`src/rtl/counter_bus_slave_pkg.sv`:
```
// Shared constants and types for the counter bus slave.
package counter_bus_pkg;

  typedef logic [31:0] word_t;

  // Register index (low two word-address bits)
  localparam logic [1:0] ADDR_COUNTER = 2'd0;
  localparam logic [1:0] ADDR_CONFIG  = 2'd1;
  localparam logic [1:0] ADDR_STATUS  = 2'd2;
  localparam logic [1:0] ADDR_IRQ     = 2'd3;

  // Bit positions inside CONFIG / STATUS / IRQ
  localparam int CFG_EN_BIT     = 0;
  localparam int CFG_DIR_BIT    = 1;
  localparam int CFG_IRE_BIT    = 2;
  localparam int STS_LT1000_BIT = 0;
  localparam int IRQ_PEND_BIT   = 0;

  // Byte-merge of new data over old data under a byte-enable mask.
  function automatic word_t byte_merge(input word_t new_w, input word_t old_w,
                                       input logic [3:0] be);
    word_t r;
    for (int b = 0; b < 4; b++)
      r[b*8 +: 8] = be[b] ? new_w[b*8 +: 8] : old_w[b*8 +: 8];
    return r;
  endfunction

endpackage

```
`src/rtl/counter_bus_slave_if.sv`:
```
// Word-addressed memory-mapped bus between a master and the counter slave.
interface counter_bus_slave_if #(
  parameter int ADDR_WIDTH = 4
);
  import counter_bus_pkg::*;

  logic [ADDR_WIDTH-1:0] address;
  logic                  read;
  logic                  write;
  word_t                 writeData;
  logic [3:0]            byteEnable;
  word_t                 readData;
  logic                  readDataValid;

  modport master (
    output address, read, write, writeData, byteEnable,
    input  readData, readDataValid
  );

  modport slave (
    input  address, read, write, writeData, byteEnable,
    output readData, readDataValid
  );
endinterface

```
`src/rtl/counter_bus_slave_irq_latch.sv`:
```
// Sticky interrupt-pending bit: a set pulse beats a same-cycle W1C clear.
module counter_irq_latch (
  input  logic clk,
  input  logic reset,
  input  logic set_i,
  input  logic clr_i,
  output logic pend_o
);

  logic pend_q, pend_d;

  // Next state: set has priority over clear
  always_comb begin
    pend_d = pend_q;
    if (clr_i) pend_d = 1'b0;
    if (set_i) pend_d = 1'b1;
  end

  // Pending register with synchronous reset
  always_ff @(posedge clk) begin
    if (reset) pend_q <= 1'b0;
    else       pend_q <= pend_d;
  end

  assign pend_o = pend_q;

endmodule

```
`src/rtl/counter_bus_slave.sv`:
```
// Bus slave in front of the counter core: decodes accesses into core strobes,
// returns register values with one cycle of read latency, and turns the core
// interrupt pulse into a sticky W1C pending bit / level irq.
module counter_bus_slave
  import counter_bus_pkg::*;
#(
  parameter int    ADDR_WIDTH          = 4,
  parameter word_t UNMAPPED_READ_VALUE = 32'h0000_0000
) (
  input  logic                 clk,
  input  logic                 reset,
  counter_bus_slave_if.slave   bus,
  output word_t                counterIn,
  output logic                 counterEnIn,
  output logic                 counterDirIn,
  output logic                 counterIreIn,
  output logic                 counterWe,
  output logic                 counterRe,
  output logic                 counterConfigWe,
  output logic                 counterConfigRe,
  output logic                 counterStatusRe,
  input  word_t                counterOut,
  input  logic                 counterEnOut,
  input  logic                 counterDirOut,
  input  logic                 counterIreOut,
  input  logic                 counterLT1000Out,
  input  logic                 counterIrqOut,
  output logic                 irq
);

  // Decode: only the low four word addresses are mapped.
  logic [ADDR_WIDTH-1:0] addr_hi;
  logic                  mapped;
  logic [1:0]            reg_idx;
  logic                  wr_acc, rd_acc;

  assign addr_hi = bus.address >> 2;
  assign mapped  = (addr_hi == '0);
  assign reg_idx = bus.address[1:0];

  // A write wins over a simultaneous read; nothing is accepted during reset.
  assign wr_acc = bus.write & ~reset;
  assign rd_acc = bus.read & ~bus.write & ~reset;

  logic  irq_pend;
  logic  irq_clr;
  word_t rdata;

  word_t readData_q, readData_d;
  logic  readDataValid_q, readDataValid_d;

  // Core strobes and load values; idle outputs mirror the core's state
  always_comb begin
    counterIn       = counterOut;
    counterEnIn     = counterEnOut;
    counterDirIn    = counterDirOut;
    counterIreIn    = counterIreOut;
    counterWe       = 1'b0;
    counterRe       = 1'b0;
    counterConfigWe = 1'b0;
    counterConfigRe = 1'b0;
    counterStatusRe = 1'b0;
    irq_clr         = 1'b0;
    if (wr_acc && mapped) begin
      unique case (reg_idx)
        ADDR_COUNTER: begin
          counterIn = byte_merge(bus.writeData, counterOut, bus.byteEnable);
          counterWe = (bus.byteEnable != 4'b0000);
        end
        ADDR_CONFIG: begin
          if (bus.byteEnable[0]) begin
            counterConfigWe = 1'b1;
            counterEnIn     = bus.writeData[CFG_EN_BIT];
            counterDirIn    = bus.writeData[CFG_DIR_BIT];
            counterIreIn    = bus.writeData[CFG_IRE_BIT];
          end
        end
        ADDR_STATUS: ;
        ADDR_IRQ:
          irq_clr = bus.byteEnable[0] & bus.writeData[IRQ_PEND_BIT];
      endcase
    end
    if (rd_acc && mapped) begin
      unique case (reg_idx)
        ADDR_COUNTER: counterRe       = 1'b1;
        ADDR_CONFIG:  counterConfigRe = 1'b1;
        ADDR_STATUS:  counterStatusRe = 1'b1;
        ADDR_IRQ:     ;
      endcase
    end
  end

  // Read mux; IRQ reads see the pending bit before this cycle's set
  always_comb begin
    rdata = '0;
    if (!mapped) rdata = UNMAPPED_READ_VALUE;
    else begin
      unique case (reg_idx)
        ADDR_COUNTER: rdata = counterOut;
        ADDR_CONFIG: begin
          rdata[CFG_EN_BIT]  = counterEnOut;
          rdata[CFG_DIR_BIT] = counterDirOut;
          rdata[CFG_IRE_BIT] = counterIreOut;
        end
        ADDR_STATUS:  rdata[STS_LT1000_BIT] = counterLT1000Out;
        ADDR_IRQ:     rdata[IRQ_PEND_BIT]   = irq_pend;
      endcase
    end
  end

  // Read data holds between accesses; valid follows the accept by one cycle
  always_comb begin
    readData_d      = readData_q;
    readDataValid_d = rd_acc;
    if (rd_acc) readData_d = rdata;
  end

  // Read response registers
  always_ff @(posedge clk) begin
    if (reset) begin
      readData_q      <= '0;
      readDataValid_q <= 1'b0;
    end else begin
      readData_q      <= readData_d;
      readDataValid_q <= readDataValid_d;
    end
  end

  assign bus.readData      = readData_q;
  assign bus.readDataValid = readDataValid_q;

  counter_irq_latch u_irq (
    .clk    (clk),
    .reset  (reset),
    .set_i  (counterIrqOut),
    .clr_i  (irq_clr),
    .pend_o (irq_pend)
  );

  assign irq = irq_pend;

endmodule
```
`src/flat_wrapper.sv`:
```
// flat-port wrapper written by rule: the top's interface ports become plain ports
module counter_bus_slave_flat import counter_bus_pkg::*;
#(
  parameter int    ADDR_WIDTH          = 4,
  parameter word_t UNMAPPED_READ_VALUE = 32'h0000_0000
)
  (clk, reset, counterIn, counterEnIn, counterDirIn, counterIreIn, counterWe, counterRe, counterConfigWe, counterConfigRe, counterStatusRe, counterOut, counterEnOut, counterDirOut, counterIreOut, counterLT1000Out, counterIrqOut, irq, bus_address, bus_read, bus_write, bus_writeData, bus_byteEnable, bus_readData, bus_readDataValid);
  counter_bus_slave_if #(.ADDR_WIDTH(ADDR_WIDTH)) bus_i ();
  input  logic clk;
  input  logic reset;
  output word_t counterIn;
  output logic counterEnIn;
  output logic counterDirIn;
  output logic counterIreIn;
  output logic counterWe;
  output logic counterRe;
  output logic counterConfigWe;
  output logic counterConfigRe;
  output logic counterStatusRe;
  input  word_t counterOut;
  input  logic counterEnOut;
  input  logic counterDirOut;
  input  logic counterIreOut;
  input  logic counterLT1000Out;
  input  logic counterIrqOut;
  output logic irq;
  input wire logic [$bits(bus_i.address)-1:0] bus_address;
  input wire logic [$bits(bus_i.read)-1:0] bus_read;
  input wire logic [$bits(bus_i.write)-1:0] bus_write;
  input wire logic [$bits(bus_i.writeData)-1:0] bus_writeData;
  input wire logic [$bits(bus_i.byteEnable)-1:0] bus_byteEnable;
  output wire logic [$bits(bus_i.readData)-1:0] bus_readData;
  output wire logic [$bits(bus_i.readDataValid)-1:0] bus_readDataValid;
  assign bus_i.address = bus_address;
  assign bus_i.read = bus_read;
  assign bus_i.write = bus_write;
  assign bus_i.writeData = bus_writeData;
  assign bus_i.byteEnable = bus_byteEnable;
  assign bus_readData = bus_i.readData;
  assign bus_readDataValid = bus_i.readDataValid;
  counter_bus_slave #(.ADDR_WIDTH(ADDR_WIDTH), .UNMAPPED_READ_VALUE(UNMAPPED_READ_VALUE)) u_core (.clk(clk), .reset(reset), .bus(bus_i), .counterIn(counterIn), .counterEnIn(counterEnIn), .counterDirIn(counterDirIn), .counterIreIn(counterIreIn), .counterWe(counterWe), .counterRe(counterRe), .counterConfigWe(counterConfigWe), .counterConfigRe(counterConfigRe), .counterStatusRe(counterStatusRe), .counterOut(counterOut), .counterEnOut(counterEnOut), .counterDirOut(counterDirOut), .counterIreOut(counterIreOut), .counterLT1000Out(counterLT1000Out), .counterIrqOut(counterIrqOut), .irq(irq));
endmodule
```
`config.mk`:
```
export PLATFORM = sky130hd
export DESIGN_NAME = counter_bus_slave_flat
export DESIGN_NICKNAME = d
export VERILOG_FILES = /design/src/rtl/counter_bus_slave_pkg.sv /design/src/rtl/counter_bus_slave_if.sv /design/src/rtl/counter_bus_slave_irq_latch.sv /design/src/rtl/counter_bus_slave.sv /design/src/flat_wrapper.sv
export SDC_FILE = /design/constraint.sdc
export NUM_CORES = 1
export LEC_CHECK = 0
export CORE_AREA = 2 2 76 78
export DETAILED_ROUTE_END_ITERATION = 10
export DIE_AREA = 0 0 78 80
export MAX_ROUTING_LAYER = met4
export PLACE_DENSITY_LB_ADDON = 0.2
export SLEW_MARGIN = 15
export SYNTH_ARGS = -nofsm -noshare
export SYNTH_HDL_FRONTEND = slang
export SYNTH_SLANG_ARGS = --single-unit
```
`constraint.sdc`:
```
create_clock -name clk -period 6.2 [get_ports clk]
set_clock_uncertainty 0.2 [all_clocks]
set_input_delay 1.24 -clock clk [delete_from_list [all_inputs] [get_ports clk]]
set_output_delay 1.24 -clock clk [all_outputs]
set_load 0.005 [all_outputs]
```
# Word level (Yosys, flattened, before mapping)
# Cells that the tools add are included.
[word_totals]
ff_bits = 34
latchBits = 0
ram_bits = 0
romBits = 0
inputBits = 81
word_cells = 52
mem_count = 0
[classes]
add_sub_neg = 0
multipliers = 0
n_div = 0
order_cmp = 0
n_eq_ne = 3
shift = 0
mux = 34
n_bitwise = 6
reduce_logical = 6
[ops]
columns = ["cell", "count"]
rows = [
  ["32-bit 2-to-1 mux", 3],
  ["8-bit 2-to-1 mux", 4],
  ["29-bit 2-to-1 mux", 1],
  ["1-bit 2-to-1 mux", 24],
  ["1-bit bitwise AND", 4],
  ["2-bit equality test (second input constant)", 2],
  ["4-bit logical NOT", 1],
  ["1-bit case mux with 4 select lines", 1],
  ["2-bit case mux with 2 select lines", 1],
  ["4-bit nonzero test", 1],
  ["2-bit by 1-bit equality test with 1-bit output (second input constant)", 1],
  ["1-bit logical AND", 2],
  ["2-bit logical NOT", 1],
  ["1-bit inverter", 2],
  ["2-bit nonzero test", 1],
]

# Depth between registers and ports, before layout
[depth]
word_depth = 6
ltp_mapped = 5
mapped_depth_nobuf = 3

# By module
# A second synthesis with hierarchy kept.
[hier_totals]
cells_unflattened = 180
hier_area_um2 = 1780.5
[by_module_without_submodules]
columns = ["module", "instances", "cells_per_inst", "area_per_inst_um2", "seq_area_each_um2"]
rows = [
  ["counter_bus_slave", 1, 176, 1741.7, 660.6],
  ["counter_irq_latch", 1, 4, 38.8, 20.0],
]

# Worst setup path after synthesis
# Ideal clock, no wire load.
[synth_timing]
path_type = "in2out"
from = "in reset"
to = "out counterDirIn"
t_arrival_ns = 2.332
setup_slack_ns = 2.428
cell_stages = 3
path_buffers = 0
cell_sequence = "or3_1 nor3_2 mux2_2"
[synth_via]
elab_chain_cells = 4
[synth_lines]
columns = ["item", "line_no", "text"]
rows = [
  ["start: declaration", "flat_wrapper.sv:10", "input logic reset;"],
  ["1-bit inverter", "counter_bus_slave.sv:42", "assign wr_acc = bus.write & ~reset;"],
  ["1-bit bitwise AND", "counter_bus_slave.sv:42", ""],
  ["1-bit logical AND", "counter_bus_slave.sv:64", "if (wr_acc && mapped) begin"],
  ["1-bit 2-to-1 mux", "counter_bus_slave.sv:64", ""],
  ["end: declaration", "flat_wrapper.sv:13", "output logic counterDirIn;"],
]
# Every way passes these cells.

# Worst setup path in the final report
[layout_timing]
from = "in bus_address[3]"
to = "out counterIn[3]"
[layout_via]
elab_chain_cells = 3
[layout_lines]
columns = ["item", "line_no", "text"]
rows = [
  ["start: declaration", "flat_wrapper.sv:27", "input wire logic [$bits(bus_i.address)-1:0] bus_address;"],
  ["4-bit logical NOT", "counter_bus_slave.sv:38", "assign mapped = (addr_hi == '0);"],
  ["1-bit logical AND", "counter_bus_slave.sv:64", ""],
  ["32-bit 2-to-1 mux", "counter_bus_slave.sv:64", ""],
  ["end: declaration", "flat_wrapper.sv:11", "output word_t counterIn;"],
]
# Every way passes these cells.

==> flow_metrics.py <==
metrics = {
    "yosys": {
        "synthTopCellsByCount": "35 x mux2_2, 34 x dfxtp_1, 32 x nor2_1",
        "synth_top_area_cell": "dfxtp_1",
        "syn_area_per_cell_um2": 9.91,
        "syn_nets": 261,
        "synth_area_um2": 1780,
        "synth_top_area_share": 0.382,
        "yosys-top-cells-area": "dfxtp_1 38%, mux2_2 22%, a32oi_1 14%, nor2_1 6.7%, clkbuf_1 2.3%",
        "seq_area_frac_synth": 0.382,
        "ys_ff_latch": 34,
        "synthCells": 180,
        "synth_cell_type_count": 28,
        "synth-edff-count": 0,
        "async_reset_ff_frac": 0,
        "synth_ff_type": "dfxtp_1",
        "yosysWarnings": 0,
        "yosysMostFrequentCell": "mux2_2",
    },
    "setup_path": {
        "arrival_ns": 3.72,
        "r2r_start": "u_core.u_irq.pend_o",
        "r2r_setup_slack_ns": 4.93,
        "crit_chain": "clkdlybuf4s50_1 -> nor3_4 -> nand3_2 -> mux2_2 -> clkdlybuf4s50_1",
        "critPathMaxStageDelay_ns": 0.69,
        "cp_max_fo": 19,
        "crit_type": "in2out",
        "reg2reg_to": "u_core.bus.readData[0]",
        "cp-end-kind": "primary output",
        "rr_worst_depth": 3,
        "required_ns": 4.76,
        "crit_path_top_delay_cell": "nor3_4",
        "cp-start-kind": "primary input",
        "cp_common_cell": "clkdlybuf4s50_1",
    },
    "global_route": {
        "grt_pass1_vias": 2074,
        "grt_usage": 0.213,
        "grt_max_degree": 38,
        "antenna_found_initial": 0,
        "grt_overflow": 0,
        "grt_pass1_wl_mm": 10.2,
    },
    "detailed_routing": {
        "via_count": 2037,
        "drtIter0Drc": 49,
        "wl_mm": 6.56,
        "vias_per_cell": 5.09,
        "wl_per_cell_um": 16.4,
        "antenna_left": 0,
        "drc": 0,
        "drt_pass1_iterations": 4,
    },
    "die": {
        "core-area_um2": 5410,
        "start_util": 0.330,
        "die_area_um2": 6240,
        "io_pins": 155,
        "row_count": 27,
        "die_y_um": 80,
        "fp.dieW_um": 78,
    },
    "finish": {
        "fin_nets": 410,
        "layout-drive-gt1-share": 0.168,
        "nFillCells": 473,
        "syn_to_final_growth_pct": 94.6,
        "antenna_cells": 0,
    },
    "cts": {
        "cts-resized-gates": 0,
        "htree_num_levels": 2,
        "cts_buffer_depth": 2,
        "cts_tree": "built",
        "cts_root_buf": "clkbuf_8",
        "insertion_delay_ns": 0.28,
        "cts_made_buffers": 5,
        "post_cts_buffers": 0,
        "clk_pin_slew_ns": 0.06,
        "clock_sinks": 34,
        "hold_buffers": 0,
    },
    "power_and_ir_drop": {
        "vdd_ir_drop_max_v": 0.000103,
        "power.share.clock": 0.318,
        "power_density_nw_per_um2": 146,
        "p_switching_uw": 116,
        "pwr-share-seq": 0.437,
        "p_sw_frac": 0.231,
        "combPwrFrac": 0.244,
        "p_int_uw": 388,
        "leakagePower_uw": 0.00120,
    },
    "timing": {
        "tightest_slew_ns": 0.800,
        "period_needed_ns": 5.16,
        "tns_ns": 0,
        "slew_headroom": 0.465,
        "rsz0062_at_grt": "false",
        "clock.fmax_ghz": 0.194,
        "slew_viol_final": 0,
        "hold_violations": 0,
        "finalCritPeriodShare": 0.832,
        "setup_violations": 0,
        "hold_ws_ns": 0.292,
    },
    "status": {
        "status": "complete, no violations",
    },
    "worst_hold_path": {
        "min_path_cells": 2,
        "hold_class": "reg2reg",
        "worstHoldStart": "u_core.bus.readData[5]",
        "holdPathEnd": "u_core.bus.readData[5]",
    },
    "place": {
        "numPortBuffers": 154,
        "gp_congestion": 0.734,
        "hpwl_mm": 4.96,
    },
    "run": {
        "cap_viol_max_count": 0,
    },
}
metal layers:
layer	up-vias	share of wire	track usage	wire length [um]
met1	962	0.42	0.251	2740
met5	-	0	-	0
li1	981	-	-	-
met4	0	0.0067	0.0474	44
met3	5	0.085	0.0667	557
met2	89	0.49	0.358	3220
power by group through the flow:
| stage | combinational [uW] | sequential, uW | clock, uW |
|---|---|---|---|
| finish | 123 | 221 | 161 |
| global placement | 122 | 226 | 0 |
| detailed placement | 124 | 226 | 0 |
| global route | 132 | 221 | 174 |
| CTS | 124 | 221 | 167 |
| floorplan | 33.8 | 226 | 0 |
worst max path at each step:
stage                         from           end  slack (ns)  cells past startpoint
finish              bus_address[3]  counterIn[3]        1.04                      5
detailed placement  bus_address[3]  counterIn[3]        1.03                      5
global placement    bus_address[3]  counterIn[7]        1.08                      5
CTS                 bus_address[3]  counterIn[3]        1.02                      5
floorplan                    reset  counterDirIn        2.43                      3
global route        bus_address[3]  counterIn[3]        0.85                      5
area by class of cell:
cell class,count,area [um^2],area share
Tap cell,72,90.1,0.0260
Inverter,1,3.75,0.00108
Clock buffer,6,82.6,0.0238
Timing Repair Buffer,158,1570,0.453
Multi-Input combinational cell,129,1040,0.300
Sequential cell,34,681,0.196
critical path: cells and delay by family:
family / cells / cell delay [ns]
buffers and inverters: 2 / 0.95
multiplexers: 1 / 0.39
AND/OR/NAND/NOR: 2 / 1.13
stage by stage:
step | setup WS (ns) | cells | util | cell area, um^2 | power (uW)
6_report | 1.04 | 400 | 0.642 | 3470 | 505
5_1_grt | 0.853 | 400 | 0.642 | 3470 | 526
4_1_cts | 1.02 | 400 | 0.642 | 3470 | 512
3_5_place_dp | 1.03 | 394 | 0.627 | 3390 | 349
3_3_place_gp | 1.08 | 394 | 0.627 | 3390 | 348
2_1_floorplan | 2.43 | 180 | - | 1780 | 260
registers in the layout (all words and copies together), names as in the netlist:
signal,count
u_core.bus.readData,32
u_core.u_irq.pend_o,1
u_core.bus.readDataValid,1
cells by family (layout without fill, tap and decap cells):
family / count (synthesis) / in the layout / share of synthesized area
AND/OR/NAND/NOR: 57 / 57 / 0.179
AO/OA/AOI/OAI: 36 / 36 / 0.166
multiplexers: 36 / 36 / 0.234
flip-flops: 34 / 34 / 0.382
buffers and inverters: 17 / 165 / 0.0393
placed cells by master, fill, tap and decap left out:
cell type | netlist | routed
clkdlybuf4s50_1 | 0 | 154
mux2_2 | 35 | 35
dfxtp_1 | 34 | 34
nor2_1 | 32 | 32
a32oi_1 | 29 | 29
clkbuf_8 | 0 | 6
nand3_2 | 4 | 4
buf_4 | 0 | 4
nand2_1 | 3 | 3
nand3_1 | 3 | 3
a21oi_1 | 3 | 3
nand2b_1 | 2 | 2
nor4b_1 | 2 | 2
a22oi_1 | 2 | 2
nor3_4 | 1 | 1
nor3b_2 | 1 | 1
or3_1 | 1 | 1
or2_2 | 1 | 1
nor3b_1 | 1 | 1
nor3_1 | 1 | 1
nor3_2 | 1 | 1
nor4_1 | 1 | 1
nor4b_4 | 0 | 1
inv_1 | 1 | 1
o31ai_1 | 1 | 1
nor4bb_1 | 1 | 1
mux4_2 | 1 | 1
nand3b_1 | 1 | 1
o21ai_0 | 1 | 1
Power figures use the tool's default switching activity.
